## src/rtl/wb_regbank_arbiter_if.sv

```systemverilog
// rtl/wb_regbank_arbiter_if.sv - one pipelined 32-bit Wishbone link
//
// Purpose: carries one Wishbone link between a master and a slave.
//   The master modport drives the request side.
//   The slave modport drives the termination side.
// Signals:
//   cyc, stb, we   request qualifiers (master -> slave)
//   adr            word address [ADDR_W+1:2] (master -> slave)
//   sel            byte selects (master -> slave)
//   dat_w          write data (master -> slave)
//   dat_r          read data (slave -> master)
//   ack, err       termination (slave -> master)
//   stall          pipeline stall (slave -> master)
interface wb_regbank_arbiter_if #(
  parameter int ADDR_W = 4
);
  logic              cyc;
  logic              stb;
  logic              we;
  logic [ADDR_W+1:2] adr;
  logic [3:0]        sel;
  logic [31:0]       dat_w;
  logic [31:0]       dat_r;
  logic              ack;
  logic              err;
  logic              stall;

  modport master (
    output cyc, stb, we, adr, sel, dat_w,
    input  dat_r, ack, err, stall
  );

  modport slave (
    input  cyc, stb, we, adr, sel, dat_w,
    output dat_r, ack, err, stall
  );
endinterface

```

## src/rtl/wb_regbank_arbiter.sv

```systemverilog
// rtl/wb_regbank_arbiter.sv - two-master round-robin Wishbone arbiter for a register bank
//
// Purpose: arbitrates two pipelined Wishbone masters onto one register-bank slave.
//   Only one transaction is outstanding at a time.
//   Round-robin grant is held until the slave terminates the transaction.
//   The termination is delivered to the owner as a registered one-cycle pulse.
// Ports:
//   clk_i    clock, rising edge
//   rst_i    asynchronous active-high reset
//   m0, m1   slave-side links facing master 0 / master 1
//   s        master-side link facing the register bank
//   grant_o  one-hot current owner, 00 when idle
// Optional feature: define WB_ARB_TIMEOUT_EN to abort a transaction with err.
//   The abort fires after TIMEOUT cycles in ISSUE+WAIT without termination.
module wb_regbank_arbiter #(
  parameter int ADDR_W  = 4,
  parameter int TIMEOUT = 255
) (
  input  logic                   clk_i,
  input  logic                   rst_i,
  wb_regbank_arbiter_if.slave    m0,
  wb_regbank_arbiter_if.slave    m1,
  wb_regbank_arbiter_if.master   s,
  output logic [1:0]             grant_o
);

  localparam logic [1:0] ST_IDLE  = 2'd0;
  localparam logic [1:0] ST_ISSUE = 2'd1;
  localparam logic [1:0] ST_WAIT  = 2'd2;
  localparam logic [1:0] ST_RESP  = 2'd3;  // termination pulse cycle

  if (TIMEOUT < 1) begin : g_bad_timeout
    $error("wb_regbank_arbiter: TIMEOUT must be >= 1");
  end

  logic [1:0]        state;
  logic              last;       // master that won the previous arbitration
  logic              owner;      // master owning the current transaction
  logic              abandon_q;  // owner dropped cyc at some point in this transaction
  logic              we_q;
  logic [ADDR_W+1:2] adr_q;
  logic [3:0]        sel_q;
  logic [31:0]       dat_q;
  logic              ack0_q, err0_q, ack1_q, err1_q;
  logic [31:0]       rdat_q;

  logic req0, req1, win0, win1;
  logic busy, term, expire, owner_cyc, deliver, resp_err;

  assign req0 = m0.cyc & m0.stb;
  assign req1 = m1.cyc & m1.stb;

  // On a tie the master that did not win last time gets the bus.
  assign win0 = (state == ST_IDLE) & req0 & (~req1 | last);
  assign win1 = (state == ST_IDLE) & req1 & (~req0 | ~last);

  assign busy      = (state == ST_ISSUE) | (state == ST_WAIT);
  // A termination during ISSUE counts as acceptance of the strobe.
  assign term      = busy & (s.ack | s.err);
  assign owner_cyc = owner ? m1.cyc : m0.cyc;
  assign deliver   = ~abandon_q & owner_cyc;
  // Err wins over a simultaneous ack; a timeout without termination is an err.
  assign resp_err  = term ? s.err : 1'b1;

`ifdef WB_ARB_TIMEOUT_EN
  localparam int CNT_W = ($clog2(TIMEOUT + 1) > 8) ? $clog2(TIMEOUT + 1) : 8;
  logic [CNT_W-1:0] tcnt;

  always_ff @(posedge clk_i or posedge rst_i) begin
    if (rst_i) begin
      tcnt <= '0;
    end else if (win0 | win1) begin
      tcnt <= '0;
    end else if (busy) begin
      tcnt <= tcnt + 1'b1;
    end
  end

  // A termination in the expiry cycle takes precedence over the abort.
  assign expire = busy & ~term & (tcnt == CNT_W'(TIMEOUT - 1));
`else
  assign expire = 1'b0;
`endif

  // Slave side: cyc/stb are decoded from state so an async reset drops them at once.
  assign s.cyc   = busy;
  assign s.stb   = (state == ST_ISSUE);
  assign s.we    = we_q;
  assign s.adr   = adr_q;
  assign s.sel   = sel_q;
  assign s.dat_w = dat_q;

  // Master side: only the idle-cycle winner (or a non-requester) is unstalled.
  assign m0.stall = (state != ST_IDLE) | (req0 & ~win0);
  assign m1.stall = (state != ST_IDLE) | (req1 & ~win1);
  assign m0.ack   = ack0_q;
  assign m0.err   = err0_q;
  assign m1.ack   = ack1_q;
  assign m1.err   = err1_q;
  assign m0.dat_r = ack0_q ? rdat_q : 32'h0;
  assign m1.dat_r = ack1_q ? rdat_q : 32'h0;

  always_ff @(posedge clk_i or posedge rst_i) begin
    if (rst_i) begin
      state     <= ST_IDLE;
      last      <= 1'b1;
      owner     <= 1'b0;
      abandon_q <= 1'b0;
      we_q      <= 1'b0;
      adr_q     <= '0;
      sel_q     <= 4'h0;
      dat_q     <= 32'h0;
      grant_o   <= 2'b00;
      ack0_q    <= 1'b0;
      err0_q    <= 1'b0;
      ack1_q    <= 1'b0;
      err1_q    <= 1'b0;
      rdat_q    <= 32'h0;
    end else begin
      ack0_q <= 1'b0;
      err0_q <= 1'b0;
      ack1_q <= 1'b0;
      err1_q <= 1'b0;
      case (state)
        ST_IDLE: begin
          if (win0 | win1) begin
            owner     <= win1;
            last      <= win1;
            grant_o   <= {win1, win0};
            we_q      <= win1 ? m1.we    : m0.we;
            adr_q     <= win1 ? m1.adr   : m0.adr;
            sel_q     <= win1 ? m1.sel   : m0.sel;
            dat_q     <= win1 ? m1.dat_w : m0.dat_w;
            abandon_q <= 1'b0;
            state     <= ST_ISSUE;
          end
        end
        ST_ISSUE, ST_WAIT: begin
          if (!owner_cyc) abandon_q <= 1'b1;
          if (term | expire) begin
            state   <= ST_RESP;
            grant_o <= 2'b00;
            rdat_q  <= term ? s.dat_r : 32'h0;
            ack0_q  <= deliver & ~owner & ~resp_err;
            err0_q  <= deliver & ~owner &  resp_err;
            ack1_q  <= deliver &  owner & ~resp_err;
            err1_q  <= deliver &  owner &  resp_err;
          end else if ((state == ST_ISSUE) && !s.stall) begin
            state <= ST_WAIT;
          end
        end
        default: begin
          state <= ST_IDLE;
        end
      endcase
    end
  end

endmodule
```

## src/flat_wrapper.sv

```systemverilog
// flat-port wrapper written by rule: the top's interface ports become plain ports
module wb_regbank_arbiter_flat 
#(
  parameter int ADDR_W  = 4,
  parameter int TIMEOUT = 255
)
  (clk_i, rst_i, grant_o, m0_cyc, m0_stb, m0_we, m0_adr, m0_sel, m0_dat_w, m0_dat_r, m0_ack, m0_err, m0_stall, m1_cyc, m1_stb, m1_we, m1_adr, m1_sel, m1_dat_w, m1_dat_r, m1_ack, m1_err, m1_stall, s_cyc, s_stb, s_we, s_adr, s_sel, s_dat_w, s_dat_r, s_ack, s_err, s_stall);
  wb_regbank_arbiter_if #(.ADDR_W(ADDR_W)) m0_i ();
  wb_regbank_arbiter_if #(.ADDR_W(ADDR_W)) m1_i ();
  wb_regbank_arbiter_if #(.ADDR_W(ADDR_W)) s_i ();
  input  logic clk_i;
  input  logic rst_i;
  output logic [1:0] grant_o;
  input wire logic [$bits(m0_i.cyc)-1:0] m0_cyc;
  input wire logic [$bits(m0_i.stb)-1:0] m0_stb;
  input wire logic [$bits(m0_i.we)-1:0] m0_we;
  input wire logic [$bits(m0_i.adr)-1:0] m0_adr;
  input wire logic [$bits(m0_i.sel)-1:0] m0_sel;
  input wire logic [$bits(m0_i.dat_w)-1:0] m0_dat_w;
  output wire logic [$bits(m0_i.dat_r)-1:0] m0_dat_r;
  output wire logic [$bits(m0_i.ack)-1:0] m0_ack;
  output wire logic [$bits(m0_i.err)-1:0] m0_err;
  output wire logic [$bits(m0_i.stall)-1:0] m0_stall;
  input wire logic [$bits(m1_i.cyc)-1:0] m1_cyc;
  input wire logic [$bits(m1_i.stb)-1:0] m1_stb;
  input wire logic [$bits(m1_i.we)-1:0] m1_we;
  input wire logic [$bits(m1_i.adr)-1:0] m1_adr;
  input wire logic [$bits(m1_i.sel)-1:0] m1_sel;
  input wire logic [$bits(m1_i.dat_w)-1:0] m1_dat_w;
  output wire logic [$bits(m1_i.dat_r)-1:0] m1_dat_r;
  output wire logic [$bits(m1_i.ack)-1:0] m1_ack;
  output wire logic [$bits(m1_i.err)-1:0] m1_err;
  output wire logic [$bits(m1_i.stall)-1:0] m1_stall;
  output wire logic [$bits(s_i.cyc)-1:0] s_cyc;
  output wire logic [$bits(s_i.stb)-1:0] s_stb;
  output wire logic [$bits(s_i.we)-1:0] s_we;
  output wire logic [$bits(s_i.adr)-1:0] s_adr;
  output wire logic [$bits(s_i.sel)-1:0] s_sel;
  output wire logic [$bits(s_i.dat_w)-1:0] s_dat_w;
  input wire logic [$bits(s_i.dat_r)-1:0] s_dat_r;
  input wire logic [$bits(s_i.ack)-1:0] s_ack;
  input wire logic [$bits(s_i.err)-1:0] s_err;
  input wire logic [$bits(s_i.stall)-1:0] s_stall;
  assign m0_i.cyc = m0_cyc;
  assign m0_i.stb = m0_stb;
  assign m0_i.we = m0_we;
  assign m0_i.adr = m0_adr;
  assign m0_i.sel = m0_sel;
  assign m0_i.dat_w = m0_dat_w;
  assign m0_dat_r = m0_i.dat_r;
  assign m0_ack = m0_i.ack;
  assign m0_err = m0_i.err;
  assign m0_stall = m0_i.stall;
  assign m1_i.cyc = m1_cyc;
  assign m1_i.stb = m1_stb;
  assign m1_i.we = m1_we;
  assign m1_i.adr = m1_adr;
  assign m1_i.sel = m1_sel;
  assign m1_i.dat_w = m1_dat_w;
  assign m1_dat_r = m1_i.dat_r;
  assign m1_ack = m1_i.ack;
  assign m1_err = m1_i.err;
  assign m1_stall = m1_i.stall;
  assign s_cyc = s_i.cyc;
  assign s_stb = s_i.stb;
  assign s_we = s_i.we;
  assign s_adr = s_i.adr;
  assign s_sel = s_i.sel;
  assign s_dat_w = s_i.dat_w;
  assign s_i.dat_r = s_dat_r;
  assign s_i.ack = s_ack;
  assign s_i.err = s_err;
  assign s_i.stall = s_stall;
  wb_regbank_arbiter #(.ADDR_W(ADDR_W), .TIMEOUT(TIMEOUT)) u_core (.clk_i(clk_i), .rst_i(rst_i), .m0(m0_i), .m1(m1_i), .s(s_i), .grant_o(grant_o));
endmodule
```

## config.mk

```make
export PLATFORM = sky130hd
export DESIGN_NAME = wb_regbank_arbiter_flat
export DESIGN_NICKNAME = d
export VERILOG_FILES = /design/src/rtl/wb_regbank_arbiter_if.sv /design/src/rtl/wb_regbank_arbiter.sv /design/src/flat_wrapper.sv
export SDC_FILE = /design/constraint.sdc
export NUM_CORES = 1
export LEC_CHECK = 0
export BUFFER_PORTS_ARGS = -buffer_cell sky130_fd_sc_hd__buf_2
export CAP_MARGIN = 20
export CELL_PAD_IN_SITES_DETAIL_PLACEMENT = 0
export CELL_PAD_IN_SITES_GLOBAL_PLACEMENT = 1
export CORE_ASPECT_RATIO = 1.2
export CORE_MARGIN = 3
export CORE_UTILIZATION = 35
export CTS_CLUSTER_DIAMETER = 200
export DETAILED_ROUTE_END_ITERATION = 8
export HOLD_SLACK_MARGIN = 0.06
export PLACE_DENSITY = 0.86
export SYNTH_ARGS = -nofsm -noshare
export SYNTH_HDL_FRONTEND = slang
export SYNTH_SLANG_ARGS = --single-unit
```

## constraint.sdc

```tcl
create_clock -name clk_i -period 5.7 [get_ports clk_i]
set_input_delay 0.57 -clock clk_i [delete_from_list [all_inputs] [get_ports clk_i]]
set_output_delay 0.57 -clock clk_i [all_outputs]
set_load 0.1 [all_outputs]
```

After elaboration in Yosys (flattened, before gate mapping)

Cells that the tools add are included.

Bits of input ports: 123
Output and inout bits: 115
Latch bits: 0
ROM bits: 0
Memory bits (writable): 0
Logic and storage cells: 88
Memories kept: 0
Register bits after elaboration: 84

Div/mod/pow operators: 0
Reduce and logical (&&, ||, !) cells: 11
Add/subtract/negate cells: 0
Muxes and demuxes: 26
Equal/unequal tests: 6
Bitwise logic cells: 31
Order comparisons: 0
Multiply operators: 0
Shifts and indexed selects: 0

Operators with widths:

| operator           | count |
|---|---|
| $mux 32            | 3 |
| $and 1x1->1        | 16 |
| $mux 1             | 13 |
| $mux 2             | 5 |
| $mux 4             | 2 |
| $not 1->1          | 8 |
| $pmux 2 s2         | 2 |
| $or 1x1->1         | 7 |
| $reduce_and 2->1   | 3 |
| $reduce_and 3->1   | 2 |
| $ne 2x2->1 const B | 2 |
| $reduce_bool 2->1  | 2 |
| $ne 3x1->1 const B | 1 |
| $eq 2x1->1 const B | 1 |
| $eq 2x2->1 const B | 1 |
| $logic_not 2->1    | 1 |
| $ne 2x1->1 const B | 1 |
| $pmux 1 s2         | 1 |
| $reduce_or 2->1    | 1 |
| $logic_and 1x1->1  | 1 |
| $logic_not 1->1    | 1 |

Depth between registers and ports, before layout

Depth after elaboration: 8
Gate-level depth with buffers: 7
Mapped depth without buffers: 5

Least setup slack after synthesis

OpenSTA, ideal clock, no wires.

Path kind: in2out
From: input m0_cyc
To: output m1_stall
Arrival: 3.006 ns
Data required time: 5.130 ns
Slack: 2.124 ns
Stages: 3
Path buffers: 1
Path through: nand3_2 -> clkbuf_1 -> o21ai_0

Cells in the longest elaborated chain, start to end: 7

RTL lines:

| element         | line                     | text |
|---|---|---|
| start, declared | flat_wrapper.sv:14       | `input wire logic [$bits(m0_i.cyc)-1:0] m0_cyc;` |
| $and 1x1->1     | wb_regbank_arbiter.sv:50 | `assign req0 = m0.cyc & m0.stb;` |
| $not 1->1       | wb_regbank_arbiter.sv:55 | `assign win1 = (state == ST_IDLE) & req1 & (~req0 \| ~last);` |
| $or 1x1->1      | wb_regbank_arbiter.sv:55 |  |
| $and 1x1->1     | wb_regbank_arbiter.sv:55 |  |
| $not 1->1       | wb_regbank_arbiter.sv:95 | `assign m1.stall = (state != ST_IDLE) \| (req1 & ~win1);` |
| $and 1x1->1     | wb_regbank_arbiter.sv:95 |  |
| $or 1x1->1      | wb_regbank_arbiter.sv:95 |  |
| end, declared   | flat_wrapper.sv:33       | `output wire logic [$bits(m1_i.stall)-1:0] m1_stall;` |

No other way between the ends.

Worst setup path in the final report

From: register u_core.last
To: output m1_stall

Cells in the longest elaborated chain, start to end: 6

RTL lines:

| element                | line                      | text |
|---|---|---|
| start, declared        | wb_regbank_arbiter.sv:37  | `logic last;` |
| start signal, assigned | wb_regbank_arbiter.sv:128 | `last <= win1;` |
| $not 1->1              | wb_regbank_arbiter.sv:55  |  |
| $or 1x1->1             | wb_regbank_arbiter.sv:55  |  |
| $and 1x1->1            | wb_regbank_arbiter.sv:55  |  |
| $not 1->1              | wb_regbank_arbiter.sv:95  |  |
| $and 1x1->1            | wb_regbank_arbiter.sv:95  |  |
| $or 1x1->1             | wb_regbank_arbiter.sv:95  |  |

No other way between the ends.

==> results_dict.tcl <==
set metrics [dict create \
    slew_headroom_pct 43.2 \
    worst_pin_slew_ns 0.853 \
    slew_violations 0 \
    instances_no_fill 745 \
    die_w_um 105 \
    clk_path_buf_depth 2 \
    hold_path.class "input pin to async pin" \
    first_iter_violations 184 \
    yosysTopAreaCell "dfrtp_1" \
    antenna_found_initial 1 \
    layout.nets 713 \
    start_util_pct 36.6 \
    clock.fmax_mhz 331 \
    wl_per_cell_um 16.4 \
    drcViolationCount 0 \
    synthTopCellsByCount "dfrtp_1, and2_1, mux2_2, and3_1, o21ai_0" \
    synth_flop_cell "dfrtp_1" \
    status "complete, no violations" \
    worst-endpoint-arrival_ns 2.45 \
    synth_area_leaders "dfrtp_1, and2_1, mux2_2" \
    setup_ws_ns 2.68 \
    gp_congestion 0.742 \
    cts_root_buf "clkbuf_16" \
    ys_seq_elements 84 \
    drive_gt1_share_pct 49.9 \
    grtUsageTotal_pct 18.0 \
    dp_cells 730 \
    cts_setup_buffers 0 \
    numCtsBuffers 9 \
    finalSetupViolations 0 \
    path_buf_inv 1 \
    period_minus_slack_ns 3.02 \
    grt_pass1_vias 3828 \
    period_share_pct 52.9 \
    grt_pass1_wl_mm 19.4 \
    r2r_start "u_core.state[0]" \
    ant_nets 0 \
    insertion_delay_ns 0.33 \
    finalPower_mw 3.89 \
    leakage_nw 2.96 \
    first_pass_iters 5 \
    cts_sinks 84 \
    critPathSlowestCell "nand3_2" \
    vdd_ir_drop_max_v 0.000464 \
    finalHoldViolations 0 \
    clkTransAtPathRegs_ns 0.06 \
    crit_family "simple AND/OR/NAND/NOR gates" \
    regToRegEndpoint "u_core.s.adr[2]" \
    startpoint_type "register" \
    port_buffers 237 \
    ios 238 \
    yosysUniqueCellTypes 37 \
    timing.reg2reg.worst_path_depth 6 \
    p_per_area_nw_per_um2 685 \
    grt_setup_unrepaired "false" \
    r2r_slack_ns 3.47 \
    syn_nets 493 \
    dpl_cell_area_um2 5410 \
    rows 42 \
    hold_buffers 0 \
    worstPathCellList "nand3_2, o21ai_0, buf_2" \
    wirelength_mm 12.2 \
    cap_violations 0 \
    fin_setup_tns_ns 0 \
    setup.worst_path.end_class "output pin" \
    async_flop_share_pct 100 \
    grt_start_max_net_pins 49 \
    ys.warnings.count 0 \
    crit_fanout 43 \
    yosysSeqAreaShare_pct 50.9 \
    tritoncts "yes" \
    synth-edff-count 0 \
    dp_hpwl_mm 9.09 \
    antennaDiodeCount 0 \
    die_h_um 125 \
    die_area_um2 13200 \
    via_per_inst 5.06 \
    grt_overflow 0 \
    path_class "register to output pin" \
    cts-resized-gates 0 \
    area_growth_pct 37.5 \
    dpl_worst_slack_ns 2.92 \
    dr_total_vias 3773 \
    core_area_um2 11300 \
    htreeDepth 3 \
    fin_area_um2 5690 \
    skew_ns 0.00744 \
    synth_cells 367 \
    yosys.cell_count.top_type "dfrtp_1" \
    final_core_util_pct 50.3 \
    hold-worst-slack_ns 0.291 \
    max_stage_delay_ns 0.60 \
    avgSynthCellArea_um2 11.3 \
    yosys.area.top_type_share_pct 50.2 \
    cp.required_ns 5.13 \
    netlist_area_um2 4130 \
]
where the power goes:
part | internal (mW) | leakage (nW) | switching, mW
registers | 0.885 | 0.996 | 0.177
logic | 0.550 | 1.83 | 1.74
clock network | 0.315 | 0.133 | 0.224
final cells by class:
type / count / area, µm²
tap: 154 / 193
clock buffer: 11 / 253
timing repair buffer: 242 / 1220
fill: 1022 / 5610
sequential: 84 / 2100
clock inverter: 4 / 25.0
inverter: 7 / 27.5
multi-input combinational: 243 / 1860
layer usage:
metal | track usage (%) | vias to the layer above | wire length (µm)
met1 | 22.3 | 1755 | 5010
met3 | 5.05 | 15 | 1040
li1 | - | 1805 | -
met5 | 0 | - | 13
met4 | 5.56 | 2 | 154
met2 | 30.4 | 196 | 5980
cell usage in the layout (no fill, tap or decap):
| master | synthesis | layout |
|---|---|---|
| nor3_1 | 2 | 2 |
| o21a_1 | 1 | 1 |
| o22a_1 | 1 | 1 |
| o32ai_1 | 1 | 1 |
| or3_1 | 1 | 1 |
| mux2_2 | 32 | 32 |
| dfrtp_1 | 83 | 83 |
| buf_4 | 0 | 5 |
| inv_1 | 6 | 5 |
| a221o_1 | 21 | 21 |
| nor4_1 | 2 | 2 |
| inv_2 | 1 | 1 |
| clkinvlp_4 | 0 | 2 |
| a22oi_2 | 1 | 1 |
| nand2b_1 | 2 | 2 |
| clkbuf_16 | 0 | 9 |
| buf_2 | 16 | 237 |
| dfstp_2 | 1 | 1 |
| a21oi_1 | 1 | 1 |
| a2bb2oi_1 | 20 | 20 |
| clkbuf_8 | 0 | 2 |
| nand2_1 | 5 | 5 |
| a211oi_1 | 1 | 1 |
| o22ai_1 | 2 | 2 |
| o21ai_0 | 23 | 23 |
| ha_1 | 3 | 3 |
| a211oi_2 | 1 | 1 |
| nand3_1 | 2 | 2 |
| mux2i_1 | 1 | 1 |
| o31ai_1 | 2 | 2 |
| nor3b_1 | 1 | 1 |
| nand3_2 | 1 | 1 |
| clkinv_2 | 0 | 3 |
| and3_1 | 23 | 23 |
| a22o_1 | 2 | 2 |
| and2_1 | 65 | 65 |
| nor2_1 | 4 | 4 |
| o2bb2ai_1 | 1 | 1 |
| a22oi_1 | 1 | 1 |
| a311oi_1 | 20 | 20 |
kinds of logic after synthesis:
logic type      Yosys count  share of synthesized area (%)
simple gates            108                           15.8
compound gates           99                           19.3
flops                    84                           50.9
buf+inv                  40                           4.12
mux                      33                           8.96
fa+ha+maj                 3                          0.908
how the worst max path moves through the flow:
stage	start	to	slack, ns	depth (start not counted)
after floorplan	m0_cyc	m1_stall	2.12	3
after detailed placement	m0_cyc	m1_stall	2.92	4
final	u_core.last	m1_stall	2.68	3
after global placement	m0_cyc	m1_stall	2.96	4
after global routing	u_core.last	m1_stall	2.54	3
after CTS	u_core.last	m1_stall	2.73	3
registers in the layout, summed over array words and instances (netlist names):
signal / cells
u_core.abandon_q: 1
u_core.grant_o: 2
u_core.last: 1
u_core.m0.ack: 1
u_core.m0.err: 1
u_core.m1.ack: 1
u_core.m1.err: 1
u_core.owner: 1
u_core.rdat_q: 32
u_core.s.adr: 4
u_core.s.dat_w: 32
u_core.s.sel: 4
u_core.s.we: 1
u_core.state: 2
(Power assumes the default switching activity.)
